[src/rtl/ws2812_pkg.sv]
// ws2812_pkg
// Shared definitions for the WS2812 frame scheduler: the scheduler state
// encoding, the per-LED bit count and the default timing constants for a
// 125 MHz clock. Also provides a small helper that sizes counters.
package ws2812_pkg;

  // Bits per LED in GRB order.
  localparam int unsigned LED_BITS = 24;

  // Defaults for a 125 MHz clock.
  localparam int unsigned DEF_FRAME_CYCLES   = 2_083_333;  // 60 Hz frame rate
  localparam int unsigned DEF_LATCH_CYCLES   = 37_500;     // 300 us reset gap
  localparam int unsigned DEF_TIMEOUT_CYCLES = 1_000_000;  // chain_done watchdog

  typedef enum logic [1:0] {
    ST_IDLE  = 2'd0,
    ST_LOAD  = 2'd1,
    ST_SEND  = 2'd2,
    ST_LATCH = 2'd3
  } state_t;

  // Width of a counter that must hold the values 0 .. n-1 (at least 1 bit).
  function automatic int unsigned cnt_width(input int unsigned n);
    return (n < 2) ? 1 : $clog2(n);
  endfunction

endpackage

[src/rtl/ws2812_rr_arb2.sv]
// ws2812_rr_arb2
// Two-way round-robin arbiter. Grants are combinational and only issued
// while en is high. A lone requester always wins; when both request, the
// side holding priority wins and priority then passes to the other side.
// Priority starts on side b after reset.
//
// Ports:
//   clk, rst          clock, synchronous active-high reset
//   en                arbitration window (a grant may be issued this cycle)
//   req_a, req_b      request levels
//   grant_a, grant_b  one-hot grant for the current cycle
module ws2812_rr_arb2 (
  input  logic clk,
  input  logic rst,
  input  logic en,
  input  logic req_a,
  input  logic req_b,
  output logic grant_a,
  output logic grant_b
);

  logic prio_b;  // 1: b wins a tie, 0: a wins a tie

  // NOTE: every combinational output gets a default first so no path through
  // the block leaves it unassigned, which would otherwise infer a latch.
  always_comb begin
    grant_a = 1'b0;
    grant_b = 1'b0;
    if (en) begin
      grant_b = req_b & (prio_b | ~req_a);
      grant_a = req_a & (~prio_b | ~req_b);
    end
  end

  // NOTE: state is updated with non-blocking assignments so every register
  // samples the pre-edge values regardless of process evaluation order.
  always_ff @(posedge clk) begin
    if (rst)          prio_b <= 1'b1;
    else if (grant_a) prio_b <= 1'b1;
    else if (grant_b) prio_b <= 1'b0;
  end

endmodule

[src/rtl/ws2812_frame_sched.sv]
// ws2812_frame_sched
// Frame scheduler for a WS2812 LED chain. A free-running frame timer raises
// a pending flag once per frame period; when the scheduler is idle and a
// frame is pending, one of two requesters is granted (round-robin on a tie),
// its frame is captured into chain_data and the chain driver is started.
// After the driver reports completion (or a watchdog expires) the scheduler
// holds a latch gap before accepting the next frame.
//
// Ports:
//   clk, rst           clock, synchronous active-high reset
//   req_a, req_b       frame requests, held until granted
//   data_a, data_b     GRB frame data, valid while the matching req is high
//   grant_a, grant_b   one-cycle grant pulses
//   chain_start        one-cycle start pulse to the chain driver
//   chain_data         registered frame shadow for the chain driver
//   chain_done         one-cycle completion pulse from the chain driver
//   busy               scheduler not idle
//   err                sticky watchdog flag, cleared only by rst
//   frame_cnt          frames completed (wraps)
module ws2812_frame_sched
  import ws2812_pkg::*;
#(
  parameter int unsigned NUM_LEDS       = 16,
  parameter int unsigned FRAME_CYCLES   = DEF_FRAME_CYCLES,
  parameter int unsigned LATCH_CYCLES   = DEF_LATCH_CYCLES,
  parameter int unsigned TIMEOUT_CYCLES = DEF_TIMEOUT_CYCLES  // must be >= 2
) (
  input  logic                         clk,
  input  logic                         rst,
  input  logic                         req_a,
  input  logic                         req_b,
  input  logic [NUM_LEDS*LED_BITS-1:0] data_a,
  input  logic [NUM_LEDS*LED_BITS-1:0] data_b,
  output logic                         grant_a,
  output logic                         grant_b,
  output logic                         chain_start,
  output logic [NUM_LEDS*LED_BITS-1:0] chain_data,
  input  logic                         chain_done,
  output logic                         busy,
  output logic                         err,
  output logic [15:0]                  frame_cnt
);

  localparam int unsigned TW        = cnt_width(FRAME_CYCLES);
  localparam int unsigned DWELL_MAX = (TIMEOUT_CYCLES > LATCH_CYCLES) ?
                                      TIMEOUT_CYCLES : LATCH_CYCLES;
  localparam int unsigned CW        = cnt_width(DWELL_MAX);

  state_t        state, state_next;
  logic [TW-1:0] timer;
  logic [CW-1:0] dwell;       // cycles spent in the current state
  logic          wrap;
  logic          pending;
  logic          pend_eff;
  logic          arb_en;
  logic          grant_any;
  logic          wd_expired;
  logic          latch_over;

  // ---------------------------------------------------------------- timer
  assign wrap = (timer == TW'(FRAME_CYCLES - 1));

  always_ff @(posedge clk) begin
    if (rst || wrap) timer <= '0;
    else             timer <= timer + TW'(1);
  end

  // A wrap in the current cycle is as good as a stored pending flag, so the
  // frame can be granted on the wrap cycle itself.
  assign pend_eff = pending | wrap;

  // A grant consumes one pending token. If a stored token and a fresh wrap
  // coincide with the grant, one token survives for the next frame.
  always_ff @(posedge clk) begin
    if (rst)            pending <= 1'b0;
    else if (grant_any) pending <= pending & wrap;
    else                pending <= pend_eff;
  end

  // ---------------------------------------------------------------- arbiter
  assign arb_en = (state == ST_IDLE) & pend_eff & ~rst;

  ws2812_rr_arb2 u_arb (
    .clk     (clk),
    .rst     (rst),
    .en      (arb_en),
    .req_a   (req_a),
    .req_b   (req_b),
    .grant_a (grant_a),
    .grant_b (grant_b)
  );

  assign grant_any = grant_a | grant_b;

  // ---------------------------------------------------------------- dwell
  always_ff @(posedge clk) begin
    if (rst || (state_next != state)) dwell <= '0;
    else                              dwell <= dwell + CW'(1);
  end

  // The chain_start (LOAD) cycle counts toward the watchdog, so the expiry
  // lands TIMEOUT_CYCLES-1 cycles after chain_start and err rises exactly
  // TIMEOUT_CYCLES cycles after it.
  assign wd_expired = (state == ST_SEND) && (dwell == CW'(TIMEOUT_CYCLES - 2));
  assign latch_over = (state == ST_LATCH) && (dwell == CW'(LATCH_CYCLES - 1));

  // ---------------------------------------------------------------- FSM
  always_ff @(posedge clk) begin
    if (rst) state <= ST_IDLE;
    else     state <= state_next;
  end

  always_comb begin
    state_next = state;
    unique case (state)
      ST_IDLE:  if (grant_any) state_next = ST_LOAD;
      ST_LOAD:  state_next = ST_SEND;
      ST_SEND:  if (chain_done || wd_expired) state_next = ST_LATCH;
      ST_LATCH: if (latch_over) state_next = ST_IDLE;
      default:  state_next = ST_IDLE;
    endcase
  end

  always_comb begin
    chain_start = (state == ST_LOAD);
    busy        = (state != ST_IDLE);
  end

  // ---------------------------------------------------------------- datapath
  always_ff @(posedge clk) begin
    if (rst)          chain_data <= '0;
    else if (grant_a) chain_data <= data_a;
    else if (grant_b) chain_data <= data_b;
  end

  // chain_done wins over a simultaneous watchdog expiry.
  always_ff @(posedge clk) begin
    if (rst)                                   frame_cnt <= '0;
    else if ((state == ST_SEND) && chain_done) frame_cnt <= frame_cnt + 16'd1;
  end

  always_ff @(posedge clk) begin
    if (rst)                           err <= 1'b0;
    else if (wd_expired && !chain_done) err <= 1'b1;
  end

endmodule

[config.mk]
export PLATFORM = sky130hd
export DESIGN_NAME = ws2812_frame_sched
export DESIGN_NICKNAME = d
export VERILOG_FILES = /design/src/rtl/ws2812_pkg.sv /design/src/rtl/ws2812_rr_arb2.sv /design/src/rtl/ws2812_frame_sched.sv
export SDC_FILE = /design/constraint.sdc
export NUM_CORES = 1
export LEC_CHECK = 0
export BUFFER_PORTS_ARGS = -buffer_cell sky130_fd_sc_hd__buf_2
export CAP_MARGIN = 10
export CORE_AREA = 10 10 455 457
export DETAILED_ROUTE_END_ITERATION = 8
export DIE_AREA = 0 0 465 467
export PLACE_DENSITY_LB_ADDON = 0.25
export RECOVER_POWER = 100
export SYNTH_ARGS = -nofsm -noshare
export SYNTH_HDL_FRONTEND = slang
export SYNTH_SLANG_ARGS = --single-unit
[constraint.sdc]
create_clock -name clk -period 2.08 [get_ports clk]
set_clock_uncertainty 0.15 [all_clocks]
set_input_delay 0.104 -clock clk [delete_from_list [all_inputs] [get_ports clk]]
set_output_delay 0.104 -clock clk [all_outputs]
set_load 0.05 [all_outputs]
### Word level (Yosys, flattened, before mapping)

Cells that the tools add are included.

* register bits: 446
* input port bits: 773
* output and inout port bits: 405
* word-level logic and storage cells: 52

* $add $sub $neg: 3
* equality and inequality tests: 7
* mux-type cells: 9
* bitwise gates (word level): 13
* reductions and logical operators: 12

Operator list (count)
* 2-to-1 mux 384 bit: 2
* adder 21 x 1 -> 21 bit (second input constant): 1
* == test 21 bit (second input constant): 1
* adder 20 x 1 -> 20 bit (second input constant): 1
* == test 20 x 16 -> 1 bit (second input constant): 1
* == test 20 bit (second input constant): 1
* adder 16 x 1 -> 16 bit (second input constant): 1
* one-hot mux 2 bit (4 select lines): 1
* 2-to-1 mux 2 bit: 3
* AND 1 bit: 5
* == test 2 bit (second input constant): 2
* logical AND 1 bit: 4
* NOT 1 bit: 4
* OR 1 bit: 4
* nonzero test 2 bit: 2
* logical OR 1 bit: 3
* 2-to-1 mux 1 bit: 3
* == test 2 x 1 -> 1 bit (second input constant): 1
* logical NOT 2 bit: 1
* inequality test 2 bit: 1
* OR reduction 2 bit: 1
* logical NOT 1 bit: 1

### Depth between registers and ports, before layout

* depth after elaboration: 10
* depth in mapped cells: 10
* mapped depth without buffers: 7

### Modules after synthesis

A second synthesis with hierarchy kept.

* cells, all modules: 2445
* area, all modules: 20070.5 sq um

Modules (own cells, without submodules)
* ws2812_frame_sched: times used 1, cells each 2437, area an instance 20011.7 sq um, seq. area each 8908.5 sq um
* ws2812_rr_arb2: times used 1, cells each 8, area an instance 58.8 sq um, seq. area each 20.0 sq um

### Worst setup path before layout

Ideal clock, no wire load.

* path type: flip-flop to output port
* start point: register timer[0]
* end point: output grant_b
* arrival time: 2533 ps
* required time: 1826 ps
* setup slack: -707 ps
* cell stages (with the launch flop): 10
* path through: dfxtp_1 -> inv_1 -> ha_1 -> nor4b_1 -> nand4_1 -> o21bai_1 -> buf_2 -> buf_2 -> nand3_1 -> nor3_1

* longest elaborated chain between the ends: 5

Ends and longest elaborated chain
* from (decl): line ws2812_frame_sched.sv:50 `logic [TW-1:0] timer;`
* from (signal assigned): line ws2812_frame_sched.sv:65 `else timer <= timer + TW'(1);`
* == test 21 bit: line ws2812_frame_sched.sv:61 `assign wrap = (timer == TW'(FRAME_CYCLES - 1));`
* OR 1 bit: line ws2812_frame_sched.sv:70 `assign pend_eff = pending | wrap;`
* AND 1 bit (2 in a row): line ws2812_frame_sched.sv:81 `assign arb_en = (state == ST_IDLE) & pend_eff & ~rst;`
* 2-to-1 mux 1 bit: line ws2812_rr_arb2.sv:29 `if (en) begin`
* to (decl): line ws2812_frame_sched.sv:35 `output logic grant_b,`

No other way between the ends.

### Worst setup path after layout

* start point: register timer[1]
* end point: output grant_a

* longest elaborated chain between the ends: 5

Ends and longest elaborated chain
* == test 21 bit: line ws2812_frame_sched.sv:61
* OR 1 bit: line ws2812_frame_sched.sv:70
* AND 1 bit (2 in a row): line ws2812_frame_sched.sv:81
* 2-to-1 mux 1 bit: line ws2812_rr_arb2.sv:29
* to (decl): line ws2812_frame_sched.sv:34 `output logic grant_a,`

No other way between the ends.

==> results.json <==
{
  "status": "finished, violations left",
  "violations": "hold timing, setup timing",
  "hp-class": "input pin to flip-flop",
  "ys_top_cells_by_count": "dfxtp_1, a21oi_1, a211oi_1",
  "multi_input_area_um2": 10500,
  "postSynthAreaPerCell_um2": 9.64,
  "end_kind": "primary output",
  "arrival_ns": 2.48,
  "hold_buffers": 772,
  "ir_drop_mv": 0.662,
  "grt_util_met2": 0.240,
  "cpMaxStageDelayCell": "dfxtp_2",
  "cts-root-buf": "clkbuf_16",
  "ys_async_sr_fraction": 0,
  "synth-edff-count": 0,
  "ant_nets": 0,
  "power.total_uw": 23500,
  "grt_max_degree": 121,
  "start_util": 0.102,
  "wire_per_inst_um": 25.2,
  "fin_crit_ns": 2.73,
  "io_pins": 1178,
  "path_cells": "inv_2, ha_4, nor4b_4, nand4_1, o21bai_4, buf_12, buf_12, buf_16, and3_4, buf_12",
  "fill_cells": 22000,
  "grt_usage": 0.148,
  "maxSlewViolCount": 0,
  "grt_pass1_vias": 27100,
  "die_area_um2": 217000,
  "ctsHtreeMaxLevel": 2,
  "synth.top_cell.area_share": 0.443,
  "dr.pass1.iters": 5,
  "min-delay-start": "req_b",
  "grt_first_pass_wirelength_um": 227000,
  "layout_setup_ws_ns": -0.652,
  "area_growth_pct": 109,
  "place_inst": 5904,
  "synth_flop_cell": "dfxtp_1",
  "regToRegEndpoint": "chain_data[45]",
  "vias": 26200,
  "fmax_mhz": 366,
  "use_met1": 0.177,
  "die_w_um": 465,
  "crit_type": "flip-flop to primary output",
  "cts_tree": "built",
  "hold_ws_ns": -0.272,
  "max_slew.worst_pin.slew_ns": 1.46,
  "rr_worst_depth": 14,
  "power.density_nw_per_um2": 559,
  "period_share": 1.31,
  "clock_sinks": 446,
  "synth_seq_area_share": 0.443,
  "synth_cells": 2091,
  "overflow": 0,
  "maxCapViolCount": 0,
  "ff_latch_area_um2": 8930,
  "syn_nets": 2869,
  "ys_ff_latch": 446,
  "ys_warn_count": 0,
  "finalHoldViolCount": 2,
  "crit_required_ns": 1.83,
  "drc": 0,
  "finish.net_count": 4941,
  "rsz0062_at_grt": "true",
  "synth_area_um2": 20200,
  "core_um2": 198000,
  "synth_cell_types": 40,
  "synth_area_leaders": "dfxtp_1, mux2i_1, a211oi_1, a21oi_1, buf_2",
  "clockBufferDepth": 3,
  "wl_um": 174000,
  "port_buffers": 1177,
  "holdPathEnd": "u_arb.prio_b",
  "worst_path_largest_cell_delay_ns": 0.32,
  "hpwl_um": 134000,
  "die_height_um": 467,
  "crit_path_start": "timer[1]",
  "clk_pin_slew_ns": 0.06,
  "dr.first_iter.drc_count": 1801,
  "worstSkewPairLatency_ns": 0.70,
  "gp_congestion": 0.902,
  "critPathMaxFanout": 3,
  "synth_most_common_cell": "dfxtp_1",
  "p_leak_uw": 0.0154,
  "slew_headroom": 0.0282,
  "final_cells": 6914,
  "use_met3": 0.0552,
  "cts_buffers": 61,
  "synth_top_cell_by_area": "dfxtp_1",
  "antenna_found_initial": 133,
  "drive_above_1_share": 0.301,
  "setup_violations": 410,
  "startpoint_type": "flip-flop",
  "crit_top_cell": "buf_12",
  "holdPathStages": 4,
  "reg2reg_slack_ns": -0.65,
  "std_cell_rows": 164,
  "vias_per_cell": 3.80,
  "reg2reg_from": "timer[1]",
  "grt-busiest-layer": "met2"
}
-- power breakdown --
| group | switching [uW] | internal [uW] |
|---|---|---|
| clock network | 4600 | 6220 |
| registers | 19.6 | 8570 |
| logic | 1990 | 2110 |
| total | 6610 | 16900 |
-- metrics by stage --
stage          utilization  TNS [ns]  setup slack (ns)  instance area, um2  hold WS (ns)
2_1_floorplan            -    -0.958           -0.0511               20300         0.146
3_3_place_gp         0.155   -123.79            -0.375               30700         0.297
3_5_place_dp         0.155   -167.07            -0.498               30700         0.303
4_1_cts              0.210   -181.70            -0.779               41600        -0.364
5_1_grt              0.212   -261.06            -0.865               42000        -0.311
6_report             0.212   -194.91            -0.652               42100        -0.272
-- layout by cell type, fill, tap and decap left out, types with 22 or more instances in the layout --
cell	netlist	layout
a211oi_1	386	370
a21oi_1	388	386
buf_12	0	58
buf_16	0	22
buf_2	90	772
buf_4	0	155
clkbuf_1	105	352
clkbuf_16	0	77
clkbuf_2	0	66
dfxtp_1	446	441
diode_2	0	54
dlygate4sd3_1	0	772
mux2i_1	385	385
nand2_1	26	26
nor2_1	53	51
nor3_1	27	26
xnor2_1	24	24
xor2_1	25	25
-- sequential cells by signal, summed over array words and instances, names as in the netlist --
register,flops
u_arb.prio_b,1
chain_data,384
frame_cnt,16
dwell,20
timer,21
err,1
pending,1
state,2
-- cells by family (layout without fill, tap and decap cells) --
logic type / count (synthesis) / after routing / synth area share
muxes: 385 / 385 / 0.191
other: 0 / 54 / 0
adders and majority gates: 5 / 5 / 0.00310
DFF: 446 / 446 / 0.443
buffers and inverters: 237 / 2350 / 0.0504
and+or+nand+nor: 183 / 183 / 0.0467
xor gates and xnor gates: 49 / 49 / 0.0213
AOI/OAI and AO/OA: 786 / 786 / 0.245
-- per-layer routing --
| layer | vias up | part of all wire | wire [um] |
|---|---|---|---|
| li1 | 12100 | - | - |
| met5 | - | 0.0023 | 396 |
| met2 | 1347 | 0.46 | 79400 |
| met1 | 12300 | 0.41 | 71000 |
| met3 | 362 | 0.089 | 15500 |
| met4 | 68 | 0.044 | 7570 |
-- worst max path at each step --
stage                          end  slack (ns)  depth (start not counted)
detailed placement  chain_data[88]       -0.50                          8
CTS                        grant_b       -0.78                         10
global placement    chain_data[85]       -0.38                          8
floorplan                dwell[12]       -0.05                          7
finish                     grant_a       -0.65                         10
global route               grant_b       -0.86                         10
-- critical path: cells and delay by family, from the launching register on --
family | cells | cell delay (ns)
flip-flops | 1 | 0.32
buffers and inverters | 5 | 0.55
AO/OA/AOI/OAI | 1 | 0.22
adder cells (fa/ha/maj) | 1 | 0.12
AND/OR/NAND/NOR | 3 | 0.56
-- area by class of cell --
class | instances | area share
antenna | 54 | 0.00321
clock buffer | 85 | 0.0408
clock inverter | 19 | 0.00636
inverter | 10 | 0.000892
multi-input combinational | 1408 | 0.249
sequential | 446 | 0.212
tap | 2656 | 0.0790
timing repair buffer | 2236 | 0.409
-- repair_timing --
action                                 in CTS  in global routing
endpoints found under the hold margin     424                  2
cloned                                     21                 17
pin swaps                                   5                 11
setup endpoints to repair                 409                431
setup buffers                              30                 14
gates resized for setup                    57                 61
Note: power is estimated with default switching activity, not from simulation.
